===== config.mk =====
export PLATFORM = sky130hd
export DESIGN_NAME = delay_chain_ctrl
export DESIGN_NICKNAME = d
export VERILOG_FILES = /design/src/rtl/delay_chain_ctrl.sv
export SDC_FILE = /design/constraint.sdc
export NUM_CORES = 1
export LEC_CHECK = 0
export ABC_AREA = 1
export CAP_MARGIN = 20
export CORE_AREA = 4 4 41 43
export DETAILED_ROUTE_END_ITERATION = 8
export DIE_AREA = 0 0 45 47
export SYNTH_ARGS = -nofsm -noshare
export SYNTH_HDL_FRONTEND = slang
export SYNTH_SLANG_ARGS = --single-unit

===== constraint.sdc =====
create_clock -name clk -period 3.84 [get_ports clk]
set_clock_uncertainty 0.05 [all_clocks]
set_input_delay 0.768 -clock clk [delete_from_list [all_inputs] [get_ports clk]]
set_output_delay 0.768 -clock clk [all_outputs]
set_load 0.005 [all_outputs]

===== src/rtl/delay_chain_ctrl.sv =====
// ----------------------------------------------------------------------------
// delay_chain_ctrl
//
// Purpose:
//   Valid/ready flow controller for an external LEN-stage delay chain. The
//   chain has enable-gated shift registers whose contents reset to 0, and its
//   output is taken from the last stage. This block carries no data. It keeps
//   one valid bit per chain stage and drives the chain enable. It freezes the
//   chain on downstream backpressure and stops clocking it once it is empty.
//   It also sequences drain (quiesce) and flush (discard) requests from
//   upstream control logic.
//
// Ports:
//   clk         rising-edge clock, shared with the delay chain
//   rst         synchronous, active-high reset
//   in_valid    upstream presents an item on the chain input bus
//   in_ready    the item is accepted this cycle
//   out_valid   the chain output holds a valid item
//   out_ready   downstream consumes the item
//   chain_en    enable for the delay chain shift
//   drain_req   one-cycle request: stop accepting, let the chain empty
//   drain_done  one-cycle pulse when a drain completes
//   flush       one-cycle request: discard every in-flight item
//   occupancy   number of valid items in the chain, 0..LEN
//   busy        items in flight, or a drain/flush is in progress
// ----------------------------------------------------------------------------
module delay_chain_ctrl #(
    parameter int  LEN = 4,
    localparam int CW  = $clog2(LEN + 1)
) (
    input  logic          clk,
    input  logic          rst,
    input  logic          in_valid,
    output logic          in_ready,
    output logic          out_valid,
    input  logic          out_ready,
    output logic          chain_en,
    input  logic          drain_req,
    output logic          drain_done,
    input  logic          flush,
    output logic [CW-1:0] occupancy,
    output logic          busy
);

    if (LEN < 1) begin : g_len_check
        $error("delay_chain_ctrl: LEN must be >= 1");
    end

    typedef enum logic [1:0] {
        ST_RUN   = 2'd0,
        ST_DRAIN = 2'd1,
        ST_FLUSH = 2'd2
    } state_e;

    state_e          state_q, state_d;
    logic [LEN-1:0]  vld_q, vld_d;
    logic [LEN-1:0]  vld_shift;
    logic [CW-1:0]   occ_q, occ_d;
    logic            stall;
    logic            in_fire;
    logic            out_fire;
    logic            occ_nz;

    // Valid bits move in lockstep with the chain data. Idle input cycles
    // still enter a 0, so bubbles travel through and the chain never compacts.
    if (LEN == 1) begin : g_shift_one
        assign vld_shift = in_fire;
    end else begin : g_shift_many
        assign vld_shift = {vld_q[LEN-2:0], in_fire};
    end

    always_comb begin
        occ_nz     = (occ_q != '0);
        stall      = vld_q[LEN-1] & ~out_ready;
        in_ready   = ~rst & (state_q == ST_RUN) & ~stall;
        in_fire    = in_valid & in_ready;
        // An empty chain is not clocked. A stalled chain freezes as a whole,
        // so the item at the output stays put until downstream takes it.
        chain_en   = ~rst & (state_q != ST_FLUSH) & ~stall & (occ_nz | in_fire);
        out_valid  = vld_q[LEN-1];
        out_fire   = out_valid & out_ready;
        // A drain that coincides with a reset or a flush is abandoned, so
        // it must not report completion.
        drain_done = ~rst & ~flush & (state_q == ST_DRAIN) & ~occ_nz;
        busy       = occ_nz | (state_q != ST_RUN);
        occupancy  = occ_q;

        state_d = state_q;
        vld_d   = vld_q;
        occ_d   = occ_q + CW'(in_fire) - CW'(out_fire);
        if (chain_en) begin
            vld_d = vld_shift;
        end

        unique case (state_q)
            ST_RUN: begin
                if (drain_req) begin
                    state_d = ST_DRAIN;
                end
            end
            ST_DRAIN: begin
                if (!occ_nz) begin
                    state_d = ST_RUN;
                end
            end
            ST_FLUSH: begin
                state_d = ST_RUN;
            end
            default: begin
                state_d = ST_RUN;
            end
        endcase

        // Flush outranks drain and drops any item accepted in the same
        // cycle. Chain data is left in place because cleared valid bits
        // already mask it.
        if (flush) begin
            state_d = ST_FLUSH;
            vld_d   = '0;
            occ_d   = '0;
        end
    end

    always_ff @(posedge clk) begin
        if (rst) begin
            state_q <= ST_RUN;
            vld_q   <= '0;
            occ_q   <= '0;
        end else begin
            state_q <= state_d;
            vld_q   <= vld_d;
            occ_q   <= occ_d;
        end
    end

endmodule


# Word-level counts from Yosys, hierarchy flattened
# Cells that the tools add are included.
# W data, S select, Z words.
# classes
n_addsub,2
muxes,4
n_bitwise,18
eq_ne,6
n_reduce_logical,6
# op_table
op,n
$and A1 B1 Y1,11
$mux W2,3
$ne A2 B2 Y1 const B,3
$ne A3 B3 Y1 const B,2
$not A1 Y1,5
$pmux W2 S2,1
$reduce_and A2 Y1,2
$add A3 B1 Y3,1
$reduce_bool A3 Y1,1
$sub A3 B1 Y3,1
$eq A2 B1 Y1 const B,1
$logic_not A2 Y1,1
$or A1 B1 Y1,2
$reduce_bool A2 Y1,1
$reduce_or A2 Y1,1
# totals
word_cells,40
ff_bits,9

# Longest topological paths before layout
# Gate-level depths: netlist of the first run.
# depth
ltp_word,7
depth_mapped,11
ltp_nobuf,11

# Worst setup path before layout of the first run
# No wires, ideal clock.
# synth_timing
kind,input port to flip-flop
from,input port out_ready
to,register occ_q[2] (netlist: occupancy[2])
required_time_ps,3668
path_slack_ps,1486
path_stages,11
arrival_time_ps,2182
setup_time_ps,122
path_cell_list,inv_1 -> nand2_1 -> nand4_4 -> ha_1 -> inv_1 -> ha_1 -> inv_1 -> fa_1 -> xor2_1 -> o21ai_0 -> a21oi_1
# synth_via
elab_chain_len,7
# synth_rtl
item,line_no,rtl
"start, declared",36,"input logic out_ready,"
$not A1 Y1,74,stall = vld_q[LEN-1] & ~out_ready;
$and A1 B1 Y1,74,
$not A1 Y1,75,in_ready = ~rst & (state_q == ST_RUN) & ~stall;
$and A1 B1 Y1,75,
$and A1 B1 Y1,76,in_fire = in_valid & in_ready;
$add A3 B1 Y3,90,occ_d = occ_q + CW'(in_fire) - CW'(out_fire);
$sub A3 B1 Y3 (*),90,
"end signal, assigned",128,occ_q <= '0;
"end signal, assigned",132,occ_q <= occ_d;
"end, declared",58,"logic [CW-1:0] occ_q, occ_d;"
# Mark *: on every way between the ends. The rest lies on a longest branch, timed or not.
# A chain may end at the register's enable or synchronous reset.

# Final worst setup path of the first run
# layout_timing
from,input port rst
to,output port drain_done
# layout_via
elab_chain_len,4
# layout_rtl
item,line_no,rtl
"start, declared",32,"input logic rst,"
$not A1 Y1,84,drain_done = ~rst & ~flush & (state_q == ST_DRAIN) & ~occ_nz;
$and A1 B1 Y1 (3 in series),84,
"end, declared",39,"output logic drain_done,"
# No other way between the ends.

==> results of run 1 <==
==> area by class of cell <==
cell class / instances / area share, %
clock buffer: 4 / 3.98
multi-input combinational: 40 / 38.1
sequential: 9 / 27.3
tap: 15 / 2.85
inverter: 14 / 7.97
timing repair buffer: 13 / 19.7
==> cells in the mapped netlist <==
cell type,count
nand2_1,12
inv_1,11
dfxtp_1,9
nor2_1,9
a21oi_1,3
inv_2,3
ha_1,2
nand2_2,2
nor2_2,2
a21oi_2,1
fa_1,1
nand2_4,1
nand4_4,1
nor2_4,1
nor3_1,1
nor3_2,1
nor4_1,1
o21ai_0,1
xor2_1,1
==> where the power goes <==
group | internal (mW) | switching (mW) | total, mW
sequential | 0.0961 | 0.00299 | 0.0991
combinational | 0.0177 | 0.0161 | 0.0338
clock | 0.0400 | 0.0316 | 0.0715
==> kinds of logic after synthesis <==
kind of cell,after synthesis,synth area share (%)
buf+inv,14,10.9
flops,9,37.2
fa+ha+maj,3,9.30
simple gates,31,34.9
xor+xnor,1,1.81
compound gates,5,5.94
==> cells in the final DEF (no fill, tap or decap), drive strengths merged <==
cell type and n:
a21oi 4, nand4 1, inv 14, fa 1
ha 2, nand2 15, clkdlybuf4s50 13, nor2 12
nor4 1, dfxtp 9, o21ai 1, clkbuf 4
nor3 2, xor2 1
==> worst paths after layout <==
kind / startpoint / to / slack [ps] / depth (start not counted)
max: rst / drain_done / 640 / 5
min: vld_q[0] / vld_q[0] / 410 / 2
max reg2reg: state_q[1] / occupancy[2] / 1750 / 10
min reg2reg: vld_q[0] / vld_q[0] / 410 / 2
==> per-layer routing <==
| layer | GRT usage [%] | wire length [um] | share of wire (%) |
|---|---|---|---|
| met5 | 0 | 0 | 0 |
| met4 | 7.02 | 19 | 2.1 |
| met2 | 17.8 | 427 | 47 |
| met1 | 15.0 | 434 | 47 |
| met3 | 4.60 | 35 | 3.8 |
==> sequential cells by signal, indices dropped and copies added (netlist names) <==
register and count:
state_q 2, occupancy 3, vld_q 4
==> critical path: stages <==
cell and delay, ps:
clkdlybuf4s50_1 450, nor2_1 290, inv_2 110, nor4_1 230, clkdlybuf4s50_1 540
==> stage by stage <==
step	power, mW	setup WS, ps	util (%)	cell area, um2	cells
finish	0.204	639	50.7	659	95
global route	0.220	493	50.7	659	95
CTS	0.208	609	50.7	659	95
detailed placement	0.136	615	48.7	633	91
global placement	0.136	640	48.7	633	91
floorplan	0.119	1490	-	484	63
==> results.sh, run 1 <==
export IMPL_status="finished clean"
export IMPL_cts_root_buf="clkbuf_4"
export IMPL_crit_arrival_ps=2380
export IMPL_ant_nets=0
export IMPL_grt_ovfl_total=0
export IMPL_portBuffers=13
export IMPL_nets=90
export IMPL_ctsResizeCount=0
export IMPL_grt_pass1_wl_um=1770
export IMPL_synth_top_area_cell="dfxtp_1"
export IMPL_finalSetupViolCount=0
export IMPL_area_delta_synth_final_pct=36.2
export IMPL_ios=14
export IMPL_cap_violations=0
export IMPL_yosys_area_top_type_share_pct=37.2
export IMPL_grt_usage_pct=12.1
export IMPL_yosys_top_cells_area="dfxtp_1 (37%), nand2_1 (9.3%), inv_1 (8.5%), nor2_1 (7.0%), ha_1 (5.2%)"
export IMPL_cts_hold_buf=0
export IMPL_synth_area_per_cell_um2=7.69
export IMPL_irDropWorstVdd_uv=191
export IMPL_post_dp_hpwl_um=755
export IMPL_yosys_warnings=0
export IMPL_drc_errors=0
export IMPL_drive_above_1_share_pct=18.8
export IMPL_gp_congestion=0.771
export IMPL_drv_slew=0
export IMPL_power_density_nw_per_um2=310
export IMPL_crit_fanout=5
export IMPL_hp_class="reg -> reg"
export IMPL_wl_per_cell_um=9.64
export IMPL_via_per_inst=4.33
export IMPL_clockBufferDepth=2
export IMPL_num_vias=411
export IMPL_crit_type="in -> out"
export IMPL_cts_sinks=9
export IMPL_synthesis_instances=63
export IMPL_dr_pass1_iters=2
export IMPL_max_slew_margin_rel_pct=78.3
export IMPL_cts_buffers=3
export IMPL_die_y_um=47
export IMPL_fillers=151
export IMPL_start_util_pct=37.2
export IMPL_clk_pin_slew_ps=60
export IMPL_clock_fmax_ghz=0.312
export IMPL_yosysSeqAreaShare_pct=37.2
export IMPL_dieWidth_um=45
export IMPL_wirelength_um=916
export IMPL_rsz0062_at_grt="false"
export IMPL_yosysUniqueCellTypes=19
export IMPL_grt_max_degree=9
export IMPL_leakage_nw=0.328
export IMPL_die_area_um2=2120
export IMPL_antenna_found_initial=0
export IMPL_synth_seq_cells=9
export IMPL_cts_tree="done"
export IMPL_hold_ws_ps=413
export IMPL_dr_first_iter_drc_count=3
export IMPL_synth_cell_area_um2=484
export IMPL_core_rowCount=13
export IMPL_layout_min_cycle_time_ps=3200
export IMPL_seqCellArea_um2=180
export IMPL_coreArea_um2=1300
export IMPL_post_cts_setup_buffers=0
export IMPL_cp_required_ps=3020
export IMPL_multi_input_area_um2=251
export IMPL_finalCritPeriodShare_pct=83.4
export IMPL_tightest_slew_ps=324
export IMPL_end_kind="output port"
export IMPL_hold_viol=0
export IMPL_h_tree_depth=1
export IMPL_antenna_cells=0
export IMPL_critPathLaunchType="primary input"
export IMPL_setup_tns_ps=0
export IMPL_grt_pass1_vias=423
export IMPL_clock_latency_ps=250
export IMPL_synth_nets=72
No activity file was read; power rests on OpenSTA's default activity.
==> inputs of run 2 (changes only) <==
clock period = 3.3 ns   (was 3.84 ns; I/O delays follow)
==> run 2 against run 1 <==
  * Wire length shrank 1.1%
  * Count of clock-buffer cells in the layout did not move
  * Clock power up 22%
  * Cell count increased by 1.1%
  * Setup slack got worse by 210 ps
  * Highest routed layer unchanged
==> results.sh, run 2 (synthesized netlist as in run 1, its figures left out) <==
export IMPL_finalSetupViolCount=0
export IMPL_endpoint="chain_en"
export IMPL_setup_slack_ps=426
export IMPL_crit_type="in -> out"
export IMPL_gp_congestion=0.726
export IMPL_route_layer_met1_wl_um=421
export IMPL_finalCritPeriodShare_pct=87.1
export IMPL_ant_nets=0
export IMPL_dr_pass1_iters=4
export IMPL_grt_pass1_vias=402
export IMPL_rrSetupSlack_ps=1210
export IMPL_tightest_slew_ps=299
export IMPL_leakage_nw=0.333
export IMPL_cts_sinks=9
export IMPL_hp_class="reg -> reg"
export IMPL_total_power_uw=243
export IMPL_startpoint="out_ready"
export IMPL_rsz0062_at_grt="false"
export IMPL_via_per_inst=4.38
export IMPL_end_kind="output port"
export IMPL_ios=14
export IMPL_final_cell_mix="clkdlybuf4s50_1 (13), nand2_1 (12), inv_1 (11)"
export IMPL_core_rowCount=13
export IMPL_clock_fmax_ghz=0.348
export IMPL_cts_tree="done"
export IMPL_die_area_um2=2120
export IMPL_wirelength_um=906
export IMPL_top_layer="met4"
export IMPL_ctsResizeCount=0
export IMPL_coreArea_um2=1300
export IMPL_final_common_cell="clkdlybuf4s50_1"
export IMPL_cp_required_ps=2590
export IMPL_critPathLaunchType="primary input"
export IMPL_clock_latency_ps=260
export IMPL_drv_slew=0
export IMPL_largest_reg_flops=4
export IMPL_setup_tns_ps=0
export IMPL_pre_cts_slack_ps=412
export IMPL_h_tree_depth=1
export IMPL_grt_ovfl_total=0
export IMPL_portBuffers=13
export IMPL_cts_buffers=3
export IMPL_wl_met3_um=48
export IMPL_cts_root_buf="clkbuf_4"
export IMPL_wl_per_cell_um=9.44
export IMPL_r2r_end="occupancy[2]"
export IMPL_area_delta_synth_final_pct=37.7
export IMPL_antenna_found_initial=0
export IMPL_die_y_um=47
export IMPL_dr_first_iter_drc_count=10
export IMPL_drc_errors=0
export IMPL_clockBufferDepth=2
export IMPL_drive_above_1_share_pct=19.8
export IMPL_antenna_cells=0
export IMPL_r2r_cells=10
export IMPL_post_cts_setup_buffers=0
export IMPL_crit_fanout=8
export IMPL_grt_max_degree=9
export IMPL_cap_violations=0
export IMPL_dieWidth_um=45
export IMPL_layout_min_cycle_time_ps=2870
export IMPL_power_density_nw_per_um2=364
export IMPL_irDropWorstVdd_uv=128
export IMPL_final_util_pct=51.2
export IMPL_grt_usage_pct=11.3
export IMPL_rr_startpoint="state_q[1]"
export IMPL_start_util_pct=37.2
export IMPL_hold_viol=0
export IMPL_cts_hold_buf=0
export IMPL_crit_arrival_ps=2160
export IMPL_met2WireLength_um=426
export IMPL_nets=91
export IMPL_max_slew_margin_rel_pct=80.0
export IMPL_clk_pin_slew_ps=70
export IMPL_post_dp_hpwl_um=723
export IMPL_status="finished clean"
export IMPL_num_vias=420
export IMPL_grt_pass1_wl_um=1680
export IMPL_top_register="vld_q"
-- run 2: area by class of cell --
type / instances / area [um2]
Inverter: 14 / 52.6
Tap cell: 15 / 18.8
Sequential cell: 9 / 180
Clock buffer: 4 / 26.3
Timing Repair Buffer: 14 / 138
Fill cell: 144 / 634
Multi-Input combinational cell: 40 / 251
-- run 2: critical path: stages --
cell	delay (ps)
clkdlybuf4s50_1	480
inv_1	40
nand2_1	110
nand2_1	90
a21oi_2	160
nand2_4	100
inv_2	50
clkdlybuf4s50_1	480
-- run 2: routing by layer --
metal | GRT usage (%) | up-vias
li1 | - | 227
met1 | 13.7 | 179
met2 | 17.2 | 12
met3 | 2.68 | 2
met4 | 8.77 | 0
met5 | 0 | -
-- run 2: worst min path at each step --
stage                   from       end  slack [ps]  depth (start not counted)
global route        vld_q[0]  vld_q[0]         460                          2
CTS                 vld_q[0]  vld_q[0]         420                          2
global placement    vld_q[0]  vld_q[0]         410                          2
floorplan           vld_q[0]  vld_q[0]         390                          2
detailed placement  vld_q[0]  vld_q[0]         410                          2
finish              vld_q[0]  vld_q[0]         410                          2
-- run 2: through the flow --
step / hold slack (ps) / cells / instance area [um2]
after global placement: 406 / 92 / 641
after CTS: 418 / 96 / 667
after detailed placement: 408 / 92 / 641
final: 414 / 96 / 667
after global routing: 461 / 96 / 667
after floorplan: 388 / 63 / 484
-- run 2: report_power, final --
group	internal, mW	switching (mW)	leakage [nW]
logic	0.0213	0.0191	0.245
registers	0.112	0.00339	0.0731
clock network	0.0466	0.0408	0.0150
==> inputs of run 3 (changes only) <==
CTS_CLUSTER_SIZE = 8   (was default)
==> results of run 3 <==
Final layout, timing and power as in run 2 (identical DEF).
